## src/rtl/sys_job_pkg.sv

```systemverilog
// Shared definitions for the systolic job controller.
//   - FSM state encoding (LOAD, FEED, COLLECT, OUT)
//   - idx_width(): width of a row/column index for an N x N matrix
//   - wdog_limit(): COLLECT watchdog budget in cycles (4 * N)
package sys_job_pkg;

    typedef logic [1:0] state_t;

    localparam state_t StLoad    = 2'd0;
    localparam state_t StFeed    = 2'd1;
    localparam state_t StCollect = 2'd2;
    localparam state_t StOut     = 2'd3;

    localparam int unsigned WDOG_MULT = 4;

    function automatic int unsigned idx_width(input int unsigned n);
        return (n < 2) ? 1 : $clog2(n);
    endfunction

    // WDOG_LIMIT for a given matrix dimension.
    function automatic int unsigned wdog_limit(input int unsigned n);
        return WDOG_MULT * n;
    endfunction

endpackage

```

## src/rtl/sys_mat_buf.sv

```systemverilog
// N_SIZE x N_SIZE register store of WIDTH-bit elements.
// Ports:
//   clk, rst_n   clock, asynchronous active-low reset (clears all elements)
//   wr_en        write one full row
//   wr_row       row index written
//   wr_data      row data, element j at [(j+1)*WIDTH-1 -: WIDTH]
//   rd_row       row index read on rd_row_data (combinational)
//   rd_row_data  row rd_row, element j packed as above
//   rd_col       column index read on rd_col_data (combinational)
//   rd_col_data  column rd_col, element i = mem[i][rd_col]
module sys_mat_buf
    import sys_job_pkg::*;
#(
    parameter int unsigned WIDTH  = 16,
    parameter int unsigned N_SIZE = 5
) (
    input  logic                            clk,
    input  logic                            rst_n,
    input  logic                            wr_en,
    input  logic [idx_width(N_SIZE)-1:0]    wr_row,
    input  logic [N_SIZE*WIDTH-1:0]         wr_data,
    input  logic [idx_width(N_SIZE)-1:0]    rd_row,
    output logic [N_SIZE*WIDTH-1:0]         rd_row_data,
    input  logic [idx_width(N_SIZE)-1:0]    rd_col,
    output logic [N_SIZE*WIDTH-1:0]         rd_col_data
);

    localparam int unsigned IW = idx_width(N_SIZE);

    logic [WIDTH-1:0] mem_q [N_SIZE][N_SIZE];

    always_ff @(posedge clk or negedge rst_n) begin
        if (!rst_n) begin
            for (int i = 0; i < N_SIZE; i++) begin
                for (int j = 0; j < N_SIZE; j++) begin
                    mem_q[i][j] <= '0;
                end
            end
        end else if (wr_en) begin
            for (int i = 0; i < N_SIZE; i++) begin
                if (wr_row == IW'(i)) begin
                    for (int j = 0; j < N_SIZE; j++) begin
                        mem_q[i][j] <= wr_data[j*WIDTH +: WIDTH];
                    end
                end
            end
        end
    end

    // Explicit compare muxes keep out-of-range index codes (N_SIZE not a power of 2) benign.
    always_comb begin
        rd_row_data = '0;
        rd_col_data = '0;
        for (int i = 0; i < N_SIZE; i++) begin
            for (int j = 0; j < N_SIZE; j++) begin
                if (rd_row == IW'(i)) begin
                    rd_row_data[j*WIDTH +: WIDTH] = mem_q[i][j];
                end
                if (rd_col == IW'(j)) begin
                    rd_col_data[i*WIDTH +: WIDTH] = mem_q[i][j];
                end
            end
        end
    end

endmodule

```

## src/rtl/systolic_job_ctrl.sv

```systemverilog
// Job sequencer in front of an N_SIZE x N_SIZE output-stationary systolic multiplier.
// Buffers A and B (row-major load), feeds A columns / B rows for N_SIZE cycles, captures
// the N_SIZE result rows and replays them downstream with full valid/ready flow control.
//
// Optional: define SYS_JOB_CTRL_WDOG_EN to enable the COLLECT watchdog (sticky err).
//
// Ports:
//   clk, rst_n              clock, asynchronous active-low reset
//   ld_valid/ld_ready       load beat handshake
//   ld_sel                  0 = A row, 1 = B row
//   ld_data                 one matrix row, element j at [(j+1)*DATAWIDTH-1 -: DATAWIDTH]
//   res_valid/res_ready     result row handshake
//   res_data                C row, elements of 2*DATAWIDTH
//   res_last                high with row N_SIZE-1
//   busy                    high in FEED, COLLECT, OUT
//   err                     sticky watchdog error (0 without the watchdog)
//   arr_rst_n               registered active-low array reset
//   arr_valid_in, arr_a, arr_b   array feed (A column k, B row k)
//   arr_valid_out, arr_c         array result rows
module systolic_job_ctrl
    import sys_job_pkg::*;
#(
    parameter int unsigned DATAWIDTH = 16,
    parameter int unsigned N_SIZE    = 5
) (
    input  logic                          clk,
    input  logic                          rst_n,
    input  logic                          ld_valid,
    output logic                          ld_ready,
    input  logic                          ld_sel,
    input  logic [N_SIZE*DATAWIDTH-1:0]   ld_data,
    output logic                          res_valid,
    input  logic                          res_ready,
    output logic [N_SIZE*2*DATAWIDTH-1:0] res_data,
    output logic                          res_last,
    output logic                          busy,
    output logic                          err,
    output logic                          arr_rst_n,
    output logic                          arr_valid_in,
    output logic [N_SIZE*DATAWIDTH-1:0]   arr_a,
    output logic [N_SIZE*DATAWIDTH-1:0]   arr_b,
    input  logic                          arr_valid_out,
    input  logic [N_SIZE*2*DATAWIDTH-1:0] arr_c
);

    localparam int unsigned   IW      = idx_width(N_SIZE);
    localparam int unsigned   RW      = N_SIZE * DATAWIDTH;
    localparam int unsigned   CRW     = N_SIZE * 2 * DATAWIDTH;
    localparam logic [IW-1:0] LastIdx = IW'(N_SIZE - 1);

    state_t        state_q, state_d;
    logic [IW-1:0] a_cnt_q, a_cnt_d;
    logic [IW-1:0] b_cnt_q, b_cnt_d;
    logic          a_full_q, a_full_d;
    logic          b_full_q, b_full_d;
    logic [IW-1:0] k_q, k_d;
    logic [IW-1:0] r_q, r_d;
    logic          arr_rst_n_q, arr_rst_n_d;

    logic           in_feed, in_collect, in_out;
    logic           ld_fire, a_wr, b_wr, c_wr, res_fire;
    logic [RW-1:0]  a_col, b_row;
    logic [CRW-1:0] c_row;
    logic [RW-1:0]  unused_a_row, unused_b_col;
    logic [CRW-1:0] unused_c_col;

    assign in_feed    = (state_q == StFeed);
    assign in_collect = (state_q == StCollect);
    assign in_out     = (state_q == StOut);

    // Loading is allowed everywhere except FEED, where the buffers are being read.
    assign ld_ready = !in_feed && !(ld_sel ? b_full_q : a_full_q);
    assign ld_fire  = ld_valid && ld_ready;
    assign a_wr     = ld_fire && !ld_sel;
    assign b_wr     = ld_fire && ld_sel;
    assign c_wr     = in_collect && arr_valid_out;

    assign res_valid = in_out;
    assign res_fire  = res_valid && res_ready;
    assign res_last  = in_out && (r_q == LastIdx);
    assign res_data  = in_out ? c_row : '0;

    assign busy         = (state_q != StLoad);
    assign arr_rst_n    = arr_rst_n_q;
    assign arr_valid_in = in_feed;
    assign arr_a        = in_feed ? a_col : '0;
    assign arr_b        = in_feed ? b_row : '0;

    sys_mat_buf #(
        .WIDTH  (DATAWIDTH),
        .N_SIZE (N_SIZE)
    ) u_a_buf (
        .clk         (clk),
        .rst_n       (rst_n),
        .wr_en       (a_wr),
        .wr_row      (a_cnt_q),
        .wr_data     (ld_data),
        .rd_row      ('0),
        .rd_row_data (unused_a_row),
        .rd_col      (k_q),
        .rd_col_data (a_col)
    );

    sys_mat_buf #(
        .WIDTH  (DATAWIDTH),
        .N_SIZE (N_SIZE)
    ) u_b_buf (
        .clk         (clk),
        .rst_n       (rst_n),
        .wr_en       (b_wr),
        .wr_row      (b_cnt_q),
        .wr_data     (ld_data),
        .rd_row      (k_q),
        .rd_row_data (b_row),
        .rd_col      ('0),
        .rd_col_data (unused_b_col)
    );

    // r_q indexes the capture row in COLLECT and the replay row in OUT.
    sys_mat_buf #(
        .WIDTH  (2 * DATAWIDTH),
        .N_SIZE (N_SIZE)
    ) u_c_buf (
        .clk         (clk),
        .rst_n       (rst_n),
        .wr_en       (c_wr),
        .wr_row      (r_q),
        .wr_data     (arr_c),
        .rd_row      (r_q),
        .rd_row_data (c_row),
        .rd_col      ('0),
        .rd_col_data (unused_c_col)
    );

`ifdef SYS_JOB_CTRL_WDOG_EN
    localparam int unsigned   WDOG_LIMIT = wdog_limit(N_SIZE);
    localparam int unsigned   WW         = $clog2(WDOG_LIMIT);
    localparam logic [WW-1:0] WdogLast   = WW'(WDOG_LIMIT - 1);

    logic [WW-1:0] wdog_q, wdog_d;
    logic          err_q, err_d;
    logic          wdog_expired;

    // Counts COLLECT cycles; zero everywhere else so each COLLECT entry starts fresh.
    assign wdog_d       = in_collect ? wdog_q + 1'b1 : '0;
    assign wdog_expired = in_collect && (wdog_q == WdogLast);
    assign err          = err_q;

    always_ff @(posedge clk or negedge rst_n) begin
        if (!rst_n) begin
            wdog_q <= '0;
            err_q  <= 1'b0;
        end else begin
            wdog_q <= wdog_d;
            err_q  <= err_d;
        end
    end
`else
    logic wdog_expired;
    logic err_d;

    assign wdog_expired = 1'b0;
    assign err          = 1'b0;
`endif

    always_comb begin
        state_d     = state_q;
        a_cnt_d     = a_cnt_q;
        b_cnt_d     = b_cnt_q;
        a_full_d    = a_full_q;
        b_full_d    = b_full_q;
        k_d         = k_q;
        r_d         = r_q;
        arr_rst_n_d = arr_rst_n_q;
        err_d       = err;

        if (a_wr) begin
            if (a_cnt_q == LastIdx) begin
                a_cnt_d  = '0;
                a_full_d = 1'b1;
            end else begin
                a_cnt_d = a_cnt_q + 1'b1;
            end
        end
        if (b_wr) begin
            if (b_cnt_q == LastIdx) begin
                b_cnt_d  = '0;
                b_full_d = 1'b1;
            end else begin
                b_cnt_d = b_cnt_q + 1'b1;
            end
        end

        unique case (state_q)
            StLoad: begin
                if (a_full_q && b_full_q) begin
                    state_d     = StFeed;
                    k_d         = '0;
                    arr_rst_n_d = 1'b1;
                end
            end
            StFeed: begin
                if (k_q == LastIdx) begin
                    state_d  = StCollect;
                    k_d      = '0;
                    r_d      = '0;
                    a_full_d = 1'b0;
                    b_full_d = 1'b0;
                end else begin
                    k_d = k_q + 1'b1;
                end
            end
            StCollect: begin
                // A final row landing on the last watchdog cycle still completes the job.
                if (arr_valid_out && (r_q == LastIdx)) begin
                    state_d     = StOut;
                    r_d         = '0;
                    arr_rst_n_d = 1'b0;
                end else if (wdog_expired) begin
                    state_d     = StLoad;
                    r_d         = '0;
                    arr_rst_n_d = 1'b0;
                    err_d       = 1'b1;
                end else if (arr_valid_out) begin
                    r_d = r_q + 1'b1;
                end
            end
            StOut: begin
                if (res_fire) begin
                    if (r_q == LastIdx) begin
                        r_d = '0;
                        if (a_full_q && b_full_q) begin
                            state_d     = StFeed;
                            k_d         = '0;
                            arr_rst_n_d = 1'b1;
                        end else begin
                            state_d = StLoad;
                        end
                    end else begin
                        r_d = r_q + 1'b1;
                    end
                end
            end
            default: state_d = StLoad;
        endcase
    end

    always_ff @(posedge clk or negedge rst_n) begin
        if (!rst_n) begin
            state_q     <= StLoad;
            a_cnt_q     <= '0;
            b_cnt_q     <= '0;
            a_full_q    <= 1'b0;
            b_full_q    <= 1'b0;
            k_q         <= '0;
            r_q         <= '0;
            arr_rst_n_q <= 1'b0;
        end else begin
            state_q     <= state_d;
            a_cnt_q     <= a_cnt_d;
            b_cnt_q     <= b_cnt_d;
            a_full_q    <= a_full_d;
            b_full_q    <= b_full_d;
            k_q         <= k_d;
            r_q         <= r_d;
            arr_rst_n_q <= arr_rst_n_d;
        end
    end

`ifndef SYS_JOB_CTRL_WDOG_EN
    logic unused_err_d;
    assign unused_err_d = err_d;
`endif

endmodule

```

## config.mk

```make
export PLATFORM = sky130hd
export DESIGN_NAME = systolic_job_ctrl
export DESIGN_NICKNAME = d
export VERILOG_FILES = /design/src/rtl/sys_job_pkg.sv /design/src/rtl/sys_mat_buf.sv /design/src/rtl/systolic_job_ctrl.sv
export SDC_FILE = /design/constraint.sdc
export NUM_CORES = 2
export LEC_CHECK = 0
export CAP_MARGIN = 5
export CELL_PAD_IN_SITES_DETAIL_PLACEMENT = 2
export CELL_PAD_IN_SITES_GLOBAL_PLACEMENT = 2
export CORE_ASPECT_RATIO = 0.6
export CORE_UTILIZATION = 42
export CTS_BUF_LIST = sky130_fd_sc_hd__clkbuf_8
export DETAILED_ROUTE_END_ITERATION = 6
export PLACE_DENSITY_LB_ADDON = 0.1
export RECOVER_POWER = 25
export SLEW_MARGIN = 20
export SYNTH_ARGS = -nofsm -noshare
export SYNTH_HDL_FRONTEND = slang
export SYNTH_SLANG_ARGS = --single-unit
export TNS_END_PERCENT = 20
```

## constraint.sdc

```tcl
create_clock -name clk -period 3.2 [get_ports clk]
set_clock_uncertainty 0.15 [all_clocks]
set_input_delay 0.48 -clock clk [delete_from_list [all_inputs] [get_ports clk]]
set_output_delay 0.48 -clock clk [all_outputs]
set_load 0.01 [all_outputs]
```

==> qor.yml <==
outcome:
  status: "finished, violations left"
  violations: "max-capacitance violations, max-slew violations, negative setup slack"
global_route:
  grt-ovfl-total: 0
  track_usage: 0.333
  antenna_found_initial: 83
  grt_pass1_wl_um: 436000
  grt_max_degree: 131
  grt_pass1_vias: 62789
timing:
  layout_setup_ws_ns: -0.787
  finalHoldViolations: 0
  period_needed_ns: 3.99
  relSlewSlack: -0.204
  timing.final.crit_share: 1.25
  fmax_mhz: 251
  tightestPinTransition_ns: 1.81
  setup_viol: 773
  slew_viol_final: 30
  rsz0062_at_grt: "true"
route:
  drtPass1Iterations: 6
  antenna_left: 0
  routed_via_density: 6.29
  dr.first_iter.drc_count: 5265
  vias: 59881
  drt_wl_total_um: 350000
  drc: 0
  wl_per_cell_um: 36.8
clocking:
  cts-root-buf: "clkbuf_8"
  clk_pin_slew_ns: 0.07
  cts_made_buffers: 268
  cts_tree: "built"
  clk_latency_ns: 0.91
  htreeDepth: 5
  clock_sinks: 1617
  ctsLongestPathBuffers: 4
worst_setup_path:
  critPathMaxFanout: 26
  end_kind: "primary output"
  cp.required_ns: 2.57
  arrival_ns: 3.36
  crit_type: "flop to primary output"
  crit_path_start_kind: "flop"
  r2r_slack_ns: -0.23
pwr:
  irDropWorstVdd_mv: 0.437
  p_leak_nw: 43.9
  p_per_area_nw_per_um2: 1070
die:
  start_util: 0.424
  io_pins: 573
  dieArea_um2: 176000
  die_w_um: 541
  rows: 118
  design.core.area_um2: 173000
  die_y_um: 325
yosys:
  async_reset_ff_frac: 1.00
  synth.avg_cell_area_um2: 12.2
  syn_area_um2: 73200
  synth_commonest_cells: "dfrtp_1, mux2_2, o21ai_0, nand2_1, clkbuf_1"
  synth_ff_type: "dfrtp_1"
  syn-instance-count: 6009
  synth-seq-area-share: 0.553
  synthTopCellsByArea: "dfrtp_1, mux2_2, o21ai_0"
  synth-warning-count: 0
  yosysMostFrequentCell: "dfrtp_1"
  synth_top_area_frac: 0.553
  synth_edf_count: 0
  synth_cell_type_count: 45
  syn_nets: 6280
  yosys.area.top_type: "dfrtp_1"
  ys_ff_latch: 1617
final_layout:
  fin_nets: 7295
  multi_input_area_um2: 32600
  drive_above_1_share: 0.477
  fin_util: 0.558
  area_delta_synth_final_pct: 31.8
  final_area_um2: 96400
  final_cells: 9515
  regArea_um2: 40500
  fillCellCount: 15708
place:
  portBuffers: 571
  hpwl_um: 191000
  dp_cells: 8799
  place_area_um2: 85000
  gp_congestion: 0.831
min_path:
  hold_class: "primary input to flop"
flow_run:
  maxCapViolations: 1
## power by group
group	switching (mW)	internal, mW	total (mW)
Combinational	24.7	23.4	48.0
Sequential	6.96	30.1	37.0
Clock	9.48	9.08	18.6
Total	41.1	62.5	104
## sequential cells by signal (all words and copies together) (netlist names)
| register | count |
|---|---|
| u_b_buf.mem_q | 400 |
| u_c_buf.mem_q | 800 |
| state_q | 2 |
| a_full_q | 1 |
| u_a_buf.mem_q | 400 |
| r_q | 3 |
| a_cnt_q | 3 |
| b_full_q | 1 |
| b_cnt_q | 3 |
| k_q | 3 |
| arr_rst_n | 1 |
## final cells by class
class / count / share of cell area
Inverter: 177 / 0.00702
Sequential cell: 1617 / 0.420
Tap cell: 2280 / 0.0296
Timing Repair Buffer: 1314 / 0.153
Antenna cell: 40 / 0.00104
Clock buffer: 322 / 0.0460
Clock inverter: 119 / 0.00539
Multi-Input combinational cell: 3646 / 0.338
## worst max-delay path: stages, from the launching register on
cell and delay, ns:
dfrtp_1 0.43, inv_2 0.16, ha_4 0.16, nor2b_4 0.25, buf_4 0.42, a221o_2 0.38
a221oi_2 0.11, nor2_1 0.21, dlygate4sd2_1 0.30
## what timing repair did
| item | in CTS | in global routing |
|---|---|---|
| endpoints found under the hold margin | 1358 | 0 |
| endpoints found under the setup margin | 394 | 806 |
| resized for setup | 388 | 1588 |
| buffers inserted | 27 | 161 |
| pin swaps | 77 | 346 |
| hold buffers | 2 | 0 |
| cloned | 11 | 69 |
## cells in the final DEF, fill, tap and decap left out, drive strengths merged, types with 159 or more instances in the layout
cell type	count
clkdlybuf4s50	250
a21oi	164
clkbuf	464
nor2	169
dfrtp	1617
buf	843
nand2	509
mux2	1585
a221oi	320
inv	269
o21ai	666
a221o	159
## cell families (layout without fill, tap and decap cells)
logic type,count (synthesis),in the layout,share of synthesized area
AO/OA/AOI/OAI,1320,1320,0.118
adder cells (fa/ha/maj),25,25,0.00428
buffers and inverters,748,1932,0.0423
flip-flops,1617,1617,0.553
multiplexers,1588,1588,0.244
other,1,41,0.0000513
AND/OR/NAND/NOR,710,712,0.0378
## layer usage
metal / track usage / part of all wire
met1: 0.473 / 0.42
met2: 0.508 / 0.46
met3: 0.0712 / 0.078
met4: 0.102 / 0.040
met5: 0 / 0.00051
## through the flow
step,setup WS (ns),hold WS (ns),power (mW),TNS (ns)
after floorplan,0.499,0.0344,54.8,0
after global placement,-0.230,0.265,69.7,-2.27
after detailed placement,-0.276,0.267,72.3,-5.94
after CTS,-0.984,0.0725,92.4,-284.72
after global routing,-0.838,0.108,107,-295.10
final,-0.787,0.146,104,-218.75
## final timing paths
check                                  start            endpoint  cells past startpoint
max in group asynchronous              rst_n  u_b_buf.mem_q[169]                      4
min                                arr_c[53]  u_c_buf.mem_q[757]                      2
max reg2reg                       state_q[1]  u_b_buf.mem_q[316]                      8
min reg2reg                u_b_buf.mem_q[15]   u_b_buf.mem_q[15]                      1
max                                   k_q[1]           arr_a[33]                      8
min in group asynchronous              rst_n  u_b_buf.mem_q[381]                      3
Note: power is estimated with default switching activity, not from simulation.
